<file path="config.mk">
export PLATFORM = sky130hd
export DESIGN_NAME = systolic_ctrl
export DESIGN_NICKNAME = d
export VERILOG_FILES = /design/src/rtl/systolic_pkg.sv /design/src/rtl/systolic_ctrl_step_counter.sv /design/src/rtl/systolic_ctrl.sv
export SDC_FILE = /design/constraint.sdc
export NUM_CORES = 1
export LEC_CHECK = 0
export ABC_CLOCK_PERIOD_IN_PS = 2500
export CORE_MARGIN = 3
export CORE_UTILIZATION = 50
export DETAILED_ROUTE_END_ITERATION = 8
export HOLD_SLACK_MARGIN = 0.05
export PLACE_DENSITY = 0.84
export REMOVE_ABC_BUFFERS = 1
export SETUP_SLACK_MARGIN = 0.1
export SYNTH_ARGS = -nofsm -noshare
export SYNTH_HDL_FRONTEND = slang
export SYNTH_SLANG_ARGS = --single-unit
</file>
<file path="constraint.sdc">
create_clock -name clk -period 2.5 [get_ports clk]
set_input_delay 0.25 -clock clk [delete_from_list [all_inputs] [get_ports clk]]
set_output_delay 0.25 -clock clk [all_outputs]
set_load 0.005 [all_outputs]
</file>
<file path="src/rtl/systolic_pkg.sv">
// Shared types and sizing helpers for the systolic array sequencing controller.
package systolic_pkg;

    typedef enum logic [2:0] {
        IDLE,
        CLEAR,
        FEED,
        FLUSH,
        DRAIN,
        DONE
    } ctrl_state_e;

    localparam int unsigned DEFAULT_N    = 4;
    localparam int unsigned FLUSH_CYCLES = 2 * DEFAULT_N - 2;

    // Wavefront flush length for an n x n array.
    function automatic int unsigned flush_len(input int unsigned n);
        return 2 * n - 2;
    endfunction

    // Step counter must hold both k_len-1 and the flush length minus one.
    function automatic int unsigned step_width(input int unsigned kw, input int unsigned n);
        int unsigned fw;
        fw = $clog2(2 * n - 1);
        return (kw > fw) ? kw : fw;
    endfunction

endpackage

</file>
<file path="src/rtl/systolic_ctrl_step_counter.sv">
// Parameterized up-counter with synchronous active-low reset, zero-load and enable.
module step_counter #(
    parameter int unsigned W = 8
) (
    input  logic         clk,
    input  logic         rst_n,
    input  logic         clr,
    input  logic         en,
    output logic [W-1:0] count
);

    always_ff @(posedge clk) begin
        if (!rst_n)
            count <= '0;
        else if (clr)
            count <= '0;
        else if (en)
            count <= count + 1'b1;
    end

endmodule

</file>
<file path="src/rtl/systolic_ctrl.sv">
// Tile sequencer for the N x N output-stationary systolic MAC array:
// clear, feed K columns, flush the skewed wavefront, drain N rows.
module systolic_ctrl
    import systolic_pkg::*;
#(
    parameter int unsigned N  = 4,
    parameter int unsigned KW = 8
) (
    input  logic                 clk,
    input  logic                 rst_n,
    input  logic                 start,
    input  logic [KW-1:0]        k_len,
    output logic                 busy,
    output logic                 acc_clear,
    output logic                 feed_en,
    output logic                 operand_valid,
    output logic [KW-1:0]        feed_idx,
    output logic [$clog2(N)-1:0] row_sel,
    output logic                 out_valid,
    input  logic                 out_ready,
    output logic                 done
);

    localparam int unsigned CW = step_width(KW, N);
    localparam int unsigned RW = $clog2(N);
    localparam logic [CW-1:0] FLUSH_LAST = CW'(flush_len(N) - 1);
    localparam logic [RW-1:0] ROW_LAST   = RW'(N - 1);

    ctrl_state_e   state, state_nx;
    logic [KW-1:0] k_reg;
    logic [CW-1:0] step;
    logic [RW-1:0] row;
    logic          reload;
    logic          step_en;
    logic          row_en;

    always_ff @(posedge clk) begin
        if (!rst_n) begin
            state <= IDLE;
            k_reg <= '0;
        end else begin
            state <= state_nx;
            if (state == IDLE && start && k_len != '0)
                k_reg <= k_len;
        end
    end

    always_comb begin
        state_nx = state;
        case (state)
            IDLE:    if (start && k_len != '0) state_nx = CLEAR;
            CLEAR:   state_nx = FEED;
            FEED:    if (step == CW'(k_reg) - CW'(1)) state_nx = FLUSH;
            FLUSH:   if (step == FLUSH_LAST) state_nx = DRAIN;
            DRAIN:   if (out_ready && row == ROW_LAST) state_nx = DONE;
            DONE:    state_nx = IDLE;
            default: state_nx = IDLE;
        endcase
    end

    // Both counters restart from zero whenever the phase changes.
    assign reload  = (state_nx != state);
    assign step_en = (state == FEED) || (state == FLUSH);
    assign row_en  = (state == DRAIN) && out_ready;

    step_counter #(.W(CW)) u_step (
        .clk   (clk),
        .rst_n (rst_n),
        .clr   (reload),
        .en    (step_en),
        .count (step)
    );

    step_counter #(.W(RW)) u_row (
        .clk   (clk),
        .rst_n (rst_n),
        .clr   (reload),
        .en    (row_en),
        .count (row)
    );

    always_comb begin
        busy          = 1'b0;
        acc_clear     = 1'b0;
        feed_en       = 1'b0;
        operand_valid = 1'b0;
        feed_idx      = '0;
        row_sel       = '0;
        out_valid     = 1'b0;
        done          = 1'b0;
        case (state)
            CLEAR: begin
                busy      = 1'b1;
                acc_clear = 1'b1;
            end
            FEED: begin
                busy          = 1'b1;
                feed_en       = 1'b1;
                operand_valid = 1'b1;
                feed_idx      = step[KW-1:0];
            end
            FLUSH: begin
                busy    = 1'b1;
                feed_en = 1'b1;
            end
            DRAIN: begin
                busy      = 1'b1;
                out_valid = 1'b1;
                row_sel   = row;
            end
            DONE: begin
                busy = 1'b1;
                done = 1'b1;
            end
            default: ;
        endcase
    end

endmodule

</file>
==> results.md <==
* Die W at 57.9 um
* Largest net degree at the start of global routing at 15
* Status: finished clean
* Antenna violations before repair at 0
* Worst Skew at 2.86 ps
* Crit path max fanout at 5
* TritonCTS buffer count at 3
* Psw at 0.000223 W
* Clock root cell: clkbuf_4
* CTS tree: yes
* Yosys cell types at 38
* Hold Path Cell Cnt at 2
* Clock Tree Buf Depth at 2
* Max Cap Viol at 0
* CP arrival at ~2500 ps
* PnR worst setup slack at 214 ps
* Final WL at 3430 um
* Final-stage net count at ~210
* DR vias/cell at approximately 5.7
* First-pass GRT wire length at 5480 um
* Critical Path Sink Type: flip-flop
* Mean area per synthesized cell at 8.26 sq um
* Reg2reg path depth at 6
* Fmax at 0.437 GHz
* PD cells at 422 nW/um^2
* Slew Limit Fails at 0
* Global placer's final weighted congestion at approximately 0.85
* Reg2reg setup slack at 210 ps
* Slew headroom at 50.8%
* Post-synthesis sequential area ratio at ~31%
* Worst Hold Launch: k_reg[7]
* Yosys warns at 0
* Leakage at 0.648 nW
* Vias in the first global route at roughly 1,200
* Gate power share at 25.2%
* Total clock sinks at 21
* CP startpoint kind: flip-flop
* Worst-margin pin slew at around 730 ps
* GRT Total Usage at around a fifth
* Period minus WS final at 2290 ps
* DR pass1 iterations at 5
* Synth Flop Type: dfxtp_1
* Max IR drop VDD at 0.380 mV
* Post-synthesis register bit count at 21
* Ys async rst share at 0%
* Post-CTS setup buffer count at 0
* Min-delay worst type: flip-flop to flip-flop
* RSZ-0062 raised after global routing: false
* Req. time, crit path at 2710 ps
* Sw Share at 30.6%
* Area of the core at between 2000 and 3000 sq um
* Rows at 18
* DRC viols at 0
* Hold Buf Count CTS at 0
* Worst R2R Start: k_reg[0]
* DR WL/cell at 15.5 um
* Mapped Area at 1350 sq um
* Area grow syn2layout at 28.2%
* P_int at 0.000505 W
* Clock Power Share at 23.9%
* Syn Inst Count at 163
* IO Pins at 28
* Setup violators final at 0
* CP Class: flip-flop to flip-flop
* Final setup TNS at 0 ps
* Share of layout cells above drive strength 1 at under 10%
* # port buffers at 27
* Worst reg2reg path endpoint: u_row.count[1]
* Worst Hold End: k_reg[7]
* Post-detail-place hpwl at between 2000 and 2500 um
* Dpl ws at 169 ps
* Post-synth EDFFs at 0
* Die Area at 3350 sq um
* Routed Antenna Nets at 0
* Antenna Cells at 0
* Final Hold Fails at 0
* Number of DRC markers in iteration 0 at 51
* Final period utilization at 91.4%
* Clk pin slew, worst setup/hold paths at 120 ps
* Initial Util at 53.4%
* Total gr overflow at 0
* Die height at 57.9 um
* Clk_lat worst skew at about 310 ps
* H-tree depth at 1
* Register share of total power at roughly 51%
* Via count at 1,257
## worst max-delay path by stage
stage                         from               to  depth (start not counted)
final                     k_reg[0]   u_row.count[1]                          6
after global routing      k_reg[0]  u_step.count[4]                          6
after CTS                 k_reg[0]  u_step.count[3]                          6
after detailed placement  k_reg[0]  u_step.count[2]                          6
after global placement    k_reg[0]   u_row.count[1]                          6
after floorplan           state[1]   u_row.count[1]                          5
## final cells by class
class | instances | area [sq um]
clock buffer | 4 | 26.3
fill | 223 | 797
inverter | 5 | 18.8
multi-input combinational | 128 | 906
sequential | 21 | 422
tap | 30 | 37.5
timing repair buffer | 33 | 315
## critical path, stage by stage (launching register included)
cell and delay, ps:
dfxtp_2 360, or4_4 560, or4b_1 530, a21oi_2 200
o311ai_4 170, a31oi_4 270, nor3b_1 90
## through the flow
stage / utilization [%] / total power, W / instance area (sq um) / std cells / hold slack [ps]
2_1_floorplan: - / 0.000479 / 1300 / 153 / 372
3_3_place_gp: 65.7 / 0.000539 / 1660 / 216 / 532
3_5_place_dp: 65.7 / 0.000546 / 1660 / 216 / 542
4_1_cts: 66.7 / 0.000715 / 1680 / 220 / 559
5_1_grt: 68.4 / 0.000760 / 1730 / 221 / 573
6_report: 68.4 / 0.000727 / 1730 / 221 / 558
## Yosys cell counts, drive strengths merged (3+ instances only)
cell type / n / area, sq um
nor4: 5 / 31.3
dfxtp: 21 / 420
xnor2: 15 / 131
nor2: 13 / 48.8
nor3b: 3 / 27.5
buf: 4 / 18.8
a31oi: 3 / 33.8
clkbuf: 6 / 23.8
ha: 4 / 50.1
nor2b: 8 / 50.1
mux2i: 7 / 70.1
inv: 5 / 18.8
nor3: 4 / 20.0
and2: 11 / 68.8
nand2: 19 / 71.3
o21ai: 6 / 30.0
xor2: 3 / 26.3
and3: 6 / 37.5
## power groups by stage
| stage | Combinational (W) | Clock, W | Sequential [W] |
|---|---|---|---|
| 2_1_floorplan | 0.000108 | 0 | 0.000371 |
| 3_3_place_gp | 0.000163 | 0 | 0.000375 |
| 3_5_place_dp | 0.000169 | 0 | 0.000377 |
| 4_1_cts | 0.000170 | 0.000176 | 0.000369 |
| 5_1_grt | 0.000200 | 0.000188 | 0.000373 |
| 6_report | 0.000184 | 0.000174 | 0.000370 |
## layout by cell type, fill, tap and decap left out, types with 2 or more instances in the layout
cell type        instances
nor2b_1                  8
xor2_1                   3
nor3_1                   4
nand3_1                  2
nand2_1                 19
and2_1                  11
buf_4                    6
and3_1                   6
nand4_1                  2
nor2_1                  13
clkdlybuf4s50_1         27
clkbuf_4                 3
ha_1                     4
nor3b_1                  2
mux2i_1                  7
xnor2_1                 15
a31oi_4                  2
o21ai_0                  6
inv_1                    5
dfxtp_1                 20
o211ai_1                 2
nor4_1                   4
a31oi_1                  2
## layer usage
layer	routed length (um)	GRT usage (%)
met1	1520	26.7
met2	1700	35.0
met3	155	3.12
met4	47	8.94
met5	0	0
## timing repair
| item | 4_1_cts | 5_1_grt |
|---|---|---|
| hold endpoints to repair | 0 | 0 |
| resized for setup | 0 | 5 |
| endpoints found under the setup margin | 0 | 10 |
## cell families after synthesis
family,after synthesis,synth area share [%]
buffers and inverters,15,4.55
DFF,21,31.2
and+or+nand+nor,80,33.3
AOI/OAI and AO/OA,18,10.3
muxes,7,5.20
xor gates and xnor gates,18,11.7
adders and majority gates,4,3.72
No activity file was read; power rests on OpenSTA's default activity.
